### config.mk
export PLATFORM = sky130hd
export DESIGN_NAME = icache_line_ctrl
export DESIGN_NICKNAME = d
export VERILOG_FILES = /design/src/rtl/cache_pkg.sv /design/src/rtl/refill_beat_counter.sv /design/src/rtl/icache_line_ctrl.sv
export SDC_FILE = /design/constraint.sdc
export NUM_CORES = 1
export LEC_CHECK = 0
export ABC_AREA = 1
export CAP_MARGIN = 20
export CORE_MARGIN = 1
export CORE_UTILIZATION = 64
export DETAILED_ROUTE_END_ITERATION = 16
export DONT_BUFFER_PORTS = 1
export MAX_ROUTING_LAYER = met4
export PLACE_DENSITY = 0.9
export REMOVE_ABC_BUFFERS = 1
export SKIP_CTS_REPAIR_TIMING = 1
export SYNTH_ARGS = -nofsm -noshare
export SYNTH_HDL_FRONTEND = slang
export SYNTH_HIERARCHICAL = 1
export SYNTH_SLANG_ARGS = --single-unit
export TNS_END_PERCENT = 50
### constraint.sdc
create_clock -name clk -period 4 [get_ports clk]
set_clock_uncertainty 0.2 [all_clocks]
set_input_delay 0.8 -clock clk [delete_from_list [all_inputs] [get_ports clk]]
set_output_delay 0.8 -clock clk [all_outputs]
set_load 0.1 [all_outputs]
### src/rtl/cache_pkg.sv
// rtl/cache_pkg.sv - shared I-cache controller state encoding and line geometry helper
package cache_pkg;

  typedef enum logic [2:0] {
    IDLE    = 3'd0,
    LOOKUP  = 3'd1,
    MEM_REQ = 3'd2,
    REFILL  = 3'd3,
    RESPOND = 3'd4
  } state_t;

  // Byte-offset width within one line; the tag/data arrays use the same split.
  function automatic int line_off_w(input int line_words, input int word_bytes);
    return $clog2(line_words * word_bytes);
  endfunction

endpackage

### src/rtl/refill_beat_counter.sv
// rtl/refill_beat_counter.sv - word index counter for in-order line refill beats
module refill_beat_counter #(
  parameter int N = 4
) (
  input  logic                 clk,
  input  logic                 rst,
  input  logic                 clr,
  input  logic                 inc,
  output logic [$clog2(N)-1:0] idx,
  output logic                 last
);

  localparam int W = $clog2(N);
  localparam logic [W-1:0] LAST_IDX = W'(N - 1);

  always_ff @(posedge clk or negedge rst) begin
    if (!rst) begin
      idx <= '0;
    end else if (clr) begin
      idx <= '0;
    end else if (inc) begin
      idx <= idx + W'(1);
    end
  end

  assign last = (idx == LAST_IDX);

endmodule

### src/rtl/icache_line_ctrl.sv
// rtl/icache_line_ctrl.sv - I-cache fetch controller: tag lookup, line-aligned miss request, refill, tag commit
module icache_line_ctrl
  import cache_pkg::*;
#(
  parameter int ADDR_W     = 32,
  parameter int LINE_WORDS = 4,
  parameter int WORD_BYTES = 4
) (
  input  logic                          clk,
  input  logic                          rst,
  input  logic                          cpu_req_valid,
  input  logic [ADDR_W-1:0]             cpu_req_addr,
  output logic                          cpu_req_ready,
  output logic                          cpu_resp_valid,
  output logic                          cpu_resp_err,
  input  logic                          hit,
  output logic [ADDR_W-1:0]             lookup_addr,
  output logic                          mem_req_valid,
  output logic [ADDR_W-1:0]             mem_req_addr,
  input  logic                          mem_req_ready,
  input  logic                          mem_rdata_valid,
  input  logic                          mem_rdata_err,
  output logic                          refill_we,
  output logic [$clog2(LINE_WORDS)-1:0] refill_idx,
  output logic                          tag_we,
  output logic [2:0]                    state
);

  localparam int OFF_W = line_off_w(LINE_WORDS, WORD_BYTES);

  state_t state_q, state_d;
  logic   err_q;
  logic   beat_clr, beat_inc, beat_last;

  refill_beat_counter #(.N(LINE_WORDS)) u_beat_cnt (
    .clk  (clk),
    .rst  (rst),
    .clr  (beat_clr),
    .inc  (beat_inc),
    .idx  (refill_idx),
    .last (beat_last)
  );

  always_ff @(posedge clk or negedge rst) begin
    if (!rst) begin
      state_q     <= IDLE;
      lookup_addr <= '0;
      err_q       <= 1'b0;
    end else begin
      state_q <= state_d;
      if (state_q == IDLE && cpu_req_valid) begin
        lookup_addr <= cpu_req_addr;
        err_q       <= 1'b0;
      end
      if (state_q == REFILL && mem_rdata_valid && mem_rdata_err) begin
        err_q <= 1'b1;
      end
    end
  end

  always_comb begin
    state_d   = state_q;
    refill_we = 1'b0;
    tag_we    = 1'b0;
    beat_clr  = 1'b0;
    beat_inc  = 1'b0;
    case (state_q)
      IDLE:    if (cpu_req_valid) state_d = LOOKUP;
      LOOKUP:  state_d = hit ? RESPOND : MEM_REQ;
      MEM_REQ: begin
        if (mem_req_ready) begin
          beat_clr = 1'b1;
          state_d  = REFILL;
        end
      end
      REFILL: begin
        if (mem_rdata_valid) begin
          beat_inc = 1'b1;
          // An errored beat is never written and ends the burst, even on the last word.
          if (mem_rdata_err) begin
            state_d = RESPOND;
          end else begin
            refill_we = 1'b1;
            if (beat_last) begin
              tag_we  = 1'b1;
              state_d = RESPOND;
            end
          end
        end
      end
      RESPOND: state_d = IDLE;
      default: state_d = IDLE;
    endcase
  end

  assign cpu_req_ready  = (state_q == IDLE);
  assign cpu_resp_valid = (state_q == RESPOND);
  assign cpu_resp_err   = (state_q == RESPOND) && err_q;
  assign mem_req_valid  = (state_q == MEM_REQ);
  assign mem_req_addr   = {lookup_addr[ADDR_W-1:OFF_W], {OFF_W{1'b0}}};
  assign state          = state_q;

endmodule

==> key figures, run 1 <==
Die
  • # rows: 19
  • Die W: about 57 µm
  • Die height: between 50 and 60 µm
  • Die footprint: approximately 0.0032 mm²
  • Ports: about 110
  • Starting density of the core: 0.686
  • Core Area: between 0.002 and 0.003 mm²

Synthesis
  • Adder-cell share of the synthesized area: 0.00650
  • Unique cell type count in the Yosys netlist: 18
  • Area leader, netlist: dfrtp_1
  • Simple-Gate Fraction of Synth Area: 0.295
  • Sequential area share after synthesis: 0.494
  • Synth Area in XOR/XNOR: 0
  • Area share of the largest cell type after synthesis: 0.494
  • Yosys warnings: 6
  • Cell Area, Synth: 0.00192 mm²
  • Syn_area_per_cell: about 8.3 µm²
  • Synth Area in Compound Gates: 0.0104
  • Post-synthesis mux area share: 0
  • Combinational family with the most area after synthesis: simple AND/OR/NAND/NOR gates
  • Post-Synthesis Cells: about 230
  • Top cells by area in the synthesized netlist: dfrtp_1, nand2_1, buf_4
  • Yosys reg bits: 38

Placed design
  • Pre-CTS setup slack: approximately 1.5 ns
  • Area of placed instances: 0.00181 mm²
  • Hpwl dp: 2340 µm
  • Input/output buffers: 0
  • Gpl congestion: around 0.89

Drt
  • Drt drc: 16
  • Detailed-route vias per instance: 5.30
  • Detailed Route Iter0 Violations: 66
  • Drt total wl: around 3300 µm
  • Avg WL per Cell: roughly 14 µm
  • DRT Pass-1 Iters: 11
  • Vias post-DR: roughly 1.3k
  • Antenna Nets Post-Route: 0

CTS
  • CTS sink count: 38
  • Root Driver: clkbuf_4
  • Htree depth: 2
  • CTS buffer count: 5
  • Clock Path Buffers: 2
  • Clk slew on worst S/H paths: between 0.1 and 0.15 ns
  • CTS tree: yes
  • Worst-Skew Late Latency: roughly 0.33 ns

Critical path
  • Critical Path AT: about 1.9 ns
  • Reg2reg start: state[0]
  • Reg-to-Reg End: state[1]
  • Crit path kind: flip-flop to output port
  • Critical path launch point type: flip-flop
  • Reg2reg path depth: 5
  • Critical Path RT: approximately 3.0 ns
  • Worst setup EP type: output port
  • Critical path fanouts, max: 9
  • Reg2Reg Setup Slack: between 1.5 and 2 ns

Cells and area
  • Nets: 252
  • Fill cells: 243
  • Most frequent cells in the layout: nand2_1, dfrtp_2, nor2_1, inv_1, dfrtp_1
  • Sequential Area: 986 µm²
  • Multi-input gate area: ~630 µm²
  • Commonest non-fill, non-tap cell in the layout: nand2_1
  • Final Core Density: 0.681
  • Finished Cell Area: ~0.0019 mm²
  • Ratio of cells with drive above 1 in the final layout: 0.263
  • ANT cells: 0
  • Synth-to-layout area growth: -0.715%

Global routing
  • Global-route wire length before repair: between 5000 and 6000 µm
  • Vias in the first global route: about 1.2k
  • Grt ovf: 0
  • Largest net degree at the start of global routing: 39
  • GRT Util Overall: 0.223
  • Antenna violations before repair: 0

STA
  • Final hold vios: 0
  • Slew @ Worst Pin: about 1.1 ns
  • Max Transition Viols Final: 0
  • Setup TNS: 0 ns
  • Finish-stage setup viols: 0
  • Final period util: 0.722
  • Fmax: 346 MHz
  • RSZ-0062 raised after global routing: false
  • Fin crit period: 2.89 ns
  • Slew HR: 0.279
  • Final worst slack: 1.11 ns

Run
  • Max_cap viols: 0

Outcome
  • Status: finished with violations
  • Failing checks: design-rule violations

Hold path
  • Hold Crit Class: input pin to asynchronous set/reset pin
-- area by class of cell --
class,instances,area share
clock buffers,5,0.0196
clock inverters,3,0.0210
inverters,13,0.0269
multi-input cells,144,0.332
flip-flops and latches,38,0.516
well taps,31,0.0203
repair buffers,10,0.0642
-- stage by stage --
step | hold slack (ns) | cells
final | 0.0807 | 244
after floorplan | 0.304 | 195
after global routing | 0.0693 | 244
after detailed placement | 0.305 | 235
after global placement | 0.305 | 235
after CTS | -0.0819 | 243
-- how the worst max path moves through the flow --
| stage | slack [ns] | end | start |
|---|---|---|---|
| after floorplan | -1.10 | cpu_resp_err | state[2] |
| after global placement | 1.51 | mem_req_valid | state[2] |
| after CTS | 1.08 | mem_req_valid | state[2] |
| after global routing | 1.00 | mem_req_valid | state[2] |
| after detailed placement | 1.48 | mem_req_valid | state[2] |
| final | 1.11 | mem_req_valid | state[0] |
-- kinds of logic (layout without fill, tap and decap cells) --
group / count (synthesis) / after routing
other: 1 / 4
buffers and inverters: 52 / 31
and+or+nand+nor: 135 / 135
adders and majority gates: 1 / 1
DFF: 38 / 38
AOI/OAI and AO/OA: 4 / 4
-- registers in the layout, summed over array words and instances, names as in the netlist --
signal / count
u_beat_cnt/idx: 2
err_q: 1
lookup_addr: 32
state: 3
-- layer usage --
metal,global-route usage,up-vias,part of all wire
met1,0.235,599,0.39
li1,-,620,-
met4,0.118,0,0.022
met5,-,-,0
met3,0.0484,8,0.068
met2,0.391,66,0.52
-- cells in the mapped netlist --
library cell / instances
nor2_8: 2
nor3_2: 1
and2_1: 1
inv_1: 10
nand2_1: 108
dfrtp_1: 38
nor3_1: 1
ha_1: 1
inv_2: 2
buf_6: 7
nand2_4: 1
conb_1: 1
buf_4: 32
inv_4: 1
nor4_1: 1
o21ai_0: 4
nor2_1: 14
nand3_1: 6
-- critical path, cell delays in order (launching register included) --
cell and delay, ns:
dfrtp_1 0.54, inv_1 0.10, nand2_1 0.08, nor2_2 0.82
Power of run 1 is not shown: default switching activity piles up to over one toggle a cycle in this logic, so the estimate is an artifact.
==> run 2: changes to the inputs <==
--- a/config.mk
+++ b/config.mk
@@ -8,11 +8,11 @@
 export ABC_AREA = 1
 export CAP_MARGIN = 20
 export CORE_MARGIN = 1
-export CORE_UTILIZATION = 64
+export CORE_UTILIZATION = 62
 export DETAILED_ROUTE_END_ITERATION = 16
 export DONT_BUFFER_PORTS = 1
 export MAX_ROUTING_LAYER = met4
-export PLACE_DENSITY = 0.9
+export PLACE_DENSITY = 0.88
 export REMOVE_ABC_BUFFERS = 1
 export SKIP_CTS_REPAIR_TIMING = 1
 export SYNTH_ARGS = -nofsm -noshare
==> constraint.sdc (replaced) <==
create_clock -name clk -period 2.8 [get_ports clk]
set_clock_uncertainty 0.2 [all_clocks]
set_input_delay 0.56 -clock clk [delete_from_list [all_inputs] [get_ports clk]]
set_output_delay 0.56 -clock clk [all_outputs]
set_load 0.1 [all_outputs]
==> run 2 against run 1 <==
  * The flow still finishes with violations (design-rule violations)
  * Critical path depth up 1
  * Critical endpoint is now tag_we
  * Routed wire length rose by 13%
  * Via count grew 4.7%
==> key figures, run 2 (synthesized netlist as in run 1, its figures left out) <==
CTS
  • Htree depth: 2 (unchanged)
  • CTS buffer count: 5 (unchanged)
  • Clock Path Buffers: 2 (unchanged)
  • Worst-Skew Late Latency: 0.33 ns (about the same)
  • CTS sink count: 38 (unchanged)
  • Clk slew on worst S/H paths: 0.12 ns (about the same)
  • CTS tree: yes
  • Root Driver: clkbuf_4

Die
  • Die footprint: 0.00333 mm² (+3.1%)
  • Core Area: 0.00285 mm² (+1.7%)
  • Die height: 57.7 µm (+1.5%)
  • Starting density of the core: 0.675 (-0.0114)
  • Ports: 114 (unchanged)
  • Die W: 57.7 µm (+1.5%)
  • # rows: 19 (unchanged)

Drt
  • Drt drc: 8 (-8)
  • Detailed Route Iter0 Violations: 62 (-6.1%)
  • Avg WL per Cell: 14.3 µm (+5.3%)
  • Detailed-route vias per instance: 5.19 (-2.1%)
  • Drt total wl: 3730 µm (+13%)
  • DRT Pass-1 Iters: 10 (-1)
  • Vias post-DR: 1354 (+4.7%)
  • Antenna Nets Post-Route: 0 (unchanged)

STA
  • Finish-stage setup viols: 0 (unchanged)
  • Final period util: 0.885
  • Hold slack final: 0.124 ns (+0.0435 ns)
  • Slew HR: 0.356 (+0.0769)
  • Fmax: 404 MHz
  • Final worst slack: 0.323 ns (-0.789 ns)
  • RSZ-0062 raised after global routing: false
  • Final hold vios: 0 (unchanged)
  • Slew @ Worst Pin: 0.967 ns (-0.114 ns)
  • Max Transition Viols Final: 0 (unchanged)
  • Setup TNS: 0 ns (unchanged)
  • Fin crit period: 2.48 ns

Critical path
  • Worst setup EP type: output port
  • Critical path fanouts, max: 7 (-2)
  • CP Launch Point: state[0]
  • Critical path launch point type: flip-flop
  • Critical Path RT: 2.04 ns (-0.96 ns)
  • Reg2reg start: state[0]
  • Critical Path AT: 1.72 ns (-0.17 ns)
  • Reg-to-Reg End: lookup_addr[31]
  • Reg2Reg Setup Slack: 0.91 ns (-0.93 ns)
  • Crit path to: tag_we
  • Crit path kind: flip-flop to output port
  • Reg2reg path depth: 6 (+1)

Cells and area
  • Nets: 269 (+6.7%)
  • Commonest non-fill, non-tap cell in the layout: nand2_1
  • Most frequent cells in the layout: nand2_1, dfrtp_2, nor2_1, buf_12, buf_4
  • ANT cells: 0 (unchanged)
  • Synth-to-layout area growth: 12.5%
  • Ratio of cells with drive above 1 in the final layout: 0.313 (+0.0501)
  • Fill cells: 201 (-17%)
  • Reg with most FFs: lookup_addr
  • Largest register FFs: 32 (unchanged)

Run
  • Max_cap viols: 0 (unchanged)

Placed design
  • Hpwl dp: 2650 µm (+13%)
  • Input/output buffers: 0 (unchanged)
  • Gpl congestion: 0.860 (-3.0%)
  • Pre-CTS setup slack: 0.707 ns (-0.772 ns)

Global routing
  • Vias in the first global route: 1266 (+2.9%)
  • Global-route wire length before repair: 5450 µm (+5.3%)
  • Antenna violations before repair: 0 (unchanged)
  • Grt ovf: 0 (unchanged)
  • GRT Util Overall: 0.229 (+0.00594)
  • Largest net degree at the start of global routing: 39 (unchanged)

Hold path
  • Hold Crit Class: input pin to flip-flop

Outcome
  • Failing checks: design-rule violations
  • Status: finished with violations
-- run 2: metal layers --
layer | GRT usage | up-vias | routed length, µm
met5 | - | - | 0
met4 | 0.0816 | 0 | 72
met3 | 0.0781 | 8 | 315
met2 | 0.404 | 66 | 1980
met1 | 0.238 | 628 | 1360
li1 | - | 652 | -
-- run 2: worst min path at each step --
stage | start | to | slack, ns | cells past startpoint
after floorplan | rst | err_q | 0.06 | 0
after global placement | rst | lookup_addr[27] | 0.06 | 0
after detailed placement | rst | lookup_addr[27] | 0.07 | 0
after CTS | rst | lookup_addr[22] | -0.32 | 0
after global routing | cpu_req_addr[20] | lookup_addr[20] | 0.09 | 2
final | cpu_req_addr[20] | lookup_addr[20] | 0.12 | 2
-- run 2: critical path, cell delays in order (launching register included) --
cell and delay, ns:
dfrtp_1 0.58, nand3_1 0.24, nor3_4 0.18, and2_1 0.19
buf_12 0.18
-- run 2: area by class of cell --
cell class	count	area [µm²]	area share
Tap cell	31	38.8	0.0179
Clock buffer	6	51.3	0.0237
Clock inverter	2	12.5	0.00578
Multi-Input combinational cell	144	634	0.293
Timing Repair Buffer	27	390	0.180
Sequential cell	38	986	0.455
Inverter	13	51.3	0.0237
-- run 2: stage by stage --
step / util / area (µm²) / instances
3_3_place_gp: 0.726 / 2070 / 251
5_1_grt: 0.759 / 2160 / 261
6_report: 0.759 / 2160 / 261
4_1_cts: 0.748 / 2130 / 259
3_5_place_dp: 0.726 / 2070 / 251
2_1_floorplan: - / 1620 / 195
Power of run 2 is left out for the same reason.
==> run 3: changes to the inputs <==
--- a/config.mk
+++ b/config.mk
@@ -5,14 +5,14 @@
 export SDC_FILE = /design/constraint.sdc
 export NUM_CORES = 1
 export LEC_CHECK = 0
-export ABC_AREA = 1
+export ABC_AREA = 0
 export CAP_MARGIN = 20
 export CORE_MARGIN = 1
-export CORE_UTILIZATION = 62
+export CORE_UTILIZATION = 55
 export DETAILED_ROUTE_END_ITERATION = 16
 export DONT_BUFFER_PORTS = 1
 export MAX_ROUTING_LAYER = met4
-export PLACE_DENSITY = 0.88
+export PLACE_DENSITY = 0.8
 export REMOVE_ABC_BUFFERS = 1
 export SKIP_CTS_REPAIR_TIMING = 1
 export SYNTH_ARGS = -nofsm -noshare
==> run 3 against run 2 <==
  * The flow now finishes without violations
  * Via count shrank 29%
  * Synthesized area decreased by 5.7%
  * Flip-flop and latch count unchanged
  * Worst setup slack better by 0.0079 ns
  * Core utilization decreased by 7.6 points
  * Fmax up 0.32%
  * Hold slack better by 0.034 ns
  * Critical endpoint unchanged
==> key figures, run 3 <==
Placed design
  • Area of placed instances: 0.00203 mm² (-2.1%)
  • Input/output buffers: 0 (unchanged)
  • Gpl congestion: 0.722 (-16%)
  • Placed Cells: 169 (-33%)
  • Hpwl dp: 2440 µm (-7.6%)

Cells and area
  • Final Core Density: 0.683 (-0.0761)
  • Synth-to-layout area growth: 16.8%
  • Commonest non-fill, non-tap cell in the layout: mux2_2
  • Reg with most FFs: lookup_addr
  • Finished Cell Area: 0.00212 mm² (-2.1%)
  • Ratio of cells with drive above 1 in the final layout: 0.719 (+0.405)
  • ANT cells: 0 (unchanged)
  • Most frequent cells in the layout: mux2_2, dfrtp_2, buf_12, dfrtp_1, buf_4
  • Fill cells: 234 (+16%)
  • Final cell count without fillers: 179 (-31%)
  • Nets: 174 (-35%)
  • Largest register FFs: 32 (unchanged)

Critical path
  • Critical Path AT: 1.71 ns (about the same)
  • Critical Path RT: 2.04 ns (about the same)
  • Crit path kind: flip-flop to output port
  • Worst setup EP type: output port
  • Critical path fanouts, max: 10 (+3)
  • Critical path launch point type: flip-flop
  • Reg2reg path depth: 4 (-2)

Synthesis
  • Combinational family with the most area after synthesis: multiplexers
  • Post-Synthesis Cells: 136 (-41%)
  • Ys flop type: dfrtp_1
  • Post-synthesis mux area share: 0.210 (+0.210)
  • Async S/R FF share, synth: 1.00 (unchanged)
  • Yosys reg bits: 38 (unchanged)
  • Area share of the largest cell type after synthesis: 0.524 (+0.0300)
  • Simple-Gate Fraction of Synth Area: 0.0586 (-0.236)
  • Post-synth EDFFs: 0 (unchanged)
  • Commonest cells post-synth: dfrtp_1, buf_4, mux2_2
  • Sequential area share after synthesis: 0.524 (+0.0300)
  • Syn_area_per_cell: 13.3 µm² (+60%)
  • Top-count cell post-synth: dfrtp_1
  • Synth Area in XOR/XNOR: 0.00483 (+0.00483)
  • Unique cell type count in the Yosys netlist: 25 (+7)
  • Synth Area in Compound Gates: 0.0228 (+0.0124)
  • Adder-cell share of the synthesized area: 0.00690 (+0.000395)
  • Top cells by area in the synthesized netlist: dfrtp_1, mux2_2, buf_4
  • Area leader, netlist: dfrtp_1
  • Yosys warnings: 6 (unchanged)
  • Cell Area, Synth: 0.00181 mm² (-5.7%)

CTS
  • CTS buffer count: 5 (unchanged)
  • Root Driver: clkbuf_4
  • CTS tree: yes
  • CTS sink count: 38 (unchanged)
  • Worst-Skew Late Latency: 0.33 ns (about the same)
  • Clk slew on worst S/H paths: 0.10 ns (-0.02 ns)
  • Htree depth: 2 (unchanged)
  • Clock Path Buffers: 2 (unchanged)

Die
  • Core Area: 0.00310 mm² (+8.8%)
  • Die footprint: 0.00353 mm² (+6.1%)
  • Starting density of the core: 0.585 (-0.0899)
  • Ports: 114 (unchanged)
  • # rows: 20 (+1)
  • Die W: 59.4 µm (+3.0%)
  • Die height: 59.4 µm (+3.0%)

STA
  • Fin crit period: 2.47 ns (-0.00793 ns)
  • Fmax: 405 MHz (+0.32%)
  • Final hold vios: 0 (unchanged)
  • Slew HR: 0.357 (+0.00118)
  • Slew @ Worst Pin: 0.965 ns (-0.00177 ns)
  • Max Transition Viols Final: 0 (unchanged)
  • RSZ-0062 raised after global routing: false
  • Finish-stage setup viols: 0 (unchanged)
  • Final period util: 0.882 (-0.00283)
  • Hold slack final: 0.158 ns (+0.0338 ns)

Drt
  • Drt drc: 0 (-8)
  • Drt total wl: 3200 µm (-14%)
  • Avg WL per Cell: 17.9 µm (+25%)
  • DRT Pass-1 Iters: 4 (-6)
  • Detailed-route vias per instance: 5.41 (+4.2%)
  • Vias post-DR: 968 (-29%)
  • Antenna Nets Post-Route: 0 (unchanged)
  • Detailed Route Iter0 Violations: 24 (-61%)

Outcome
  • Status: complete, no violations

Global routing
  • Grt ovf: 0 (unchanged)
  • Vias in the first global route: 1059 (-16%)
  • Largest net degree at the start of global routing: 39 (unchanged)
  • Global-route wire length before repair: 4800 µm (-12%)
  • Antenna violations before repair: 0 (unchanged)
  • GRT Util Overall: 0.194 (-0.0356)

Hold path
  • Hold Crit Class: input pin to flip-flop
  • Worst Hold Depth: 1 (-1)

Run
  • Max_cap viols: 0 (unchanged)
-- run 3: cell types whose count changed in the layout (fill, tap and decap cells not counted), moves of 6 or more --
cell	delta
nand2_1	-108
mux2_2	+31
nor2_1	-9
inv_1	-7
nand3_1	-6
-- run 3: critical path: stages, from the launching register on --
cell	delay (ns)
dfrtp_1	0.60
nand4b_1	0.25
nor3b_2	0.29
clkbuf_16	0.24
-- run 3: worst paths after layout --
| check | startpoint | endpoint | slack (ns) |
|---|---|---|---|
| worst max-delay path | state[0] | tag_we | 0.33 |
| worst max register to register | state[2] | lookup_addr[14] | 0.80 |
| max in group asynchronous | rst | lookup_addr[30] | 1.72 |
| worst min-delay path | mem_rdata_err | err_q | 0.16 |
| worst min register to register | lookup_addr[17] | lookup_addr[17] | 0.33 |
| min in group asynchronous | rst | state[0] | 0.49 |
-- run 3: cell type report --
type	instances	area, µm²	share of cell area
inverter	3	11.3	0.00532
timing repair buffer	26	418	0.197
tap	44	55.1	0.0260
multi-input combinational	60	588	0.278
clock inverter	1	5.00	0.00236
sequential	38	986	0.465
clock buffer	7	55.1	0.0260
-- run 3: kinds of logic after synthesis --
kind of cell,Yosys count
multiplexers,34
AO/OA/AOI/OAI,5
buffers and inverters,41
XOR/XNOR,1
adder cells (fa/ha/maj),1
other,1
flip-flops,38
AND/OR/NAND/NOR,15
-- run 3: metal layers --
metal / GRT usage / vias up / wire [µm]
met5: - / - / 0
met4: 0.0646 / 0 / 25
met3: 0.0873 / 4 / 426
met2: 0.334 / 75 / 1610
met1: 0.193 / 469 / 1140
li1: - / 420 / -
-- run 3: metrics by stage --
step | TNS (ns) | setup WS [ns]
2_1_floorplan | -12.49 | -2.32
3_3_place_gp | 0 | 0.764
3_5_place_dp | 0 | 0.703
4_1_cts | 0 | 0.306
5_1_grt | 0 | 0.244
6_report | 0 | 0.331
Power of run 3 is left out for the same reason.
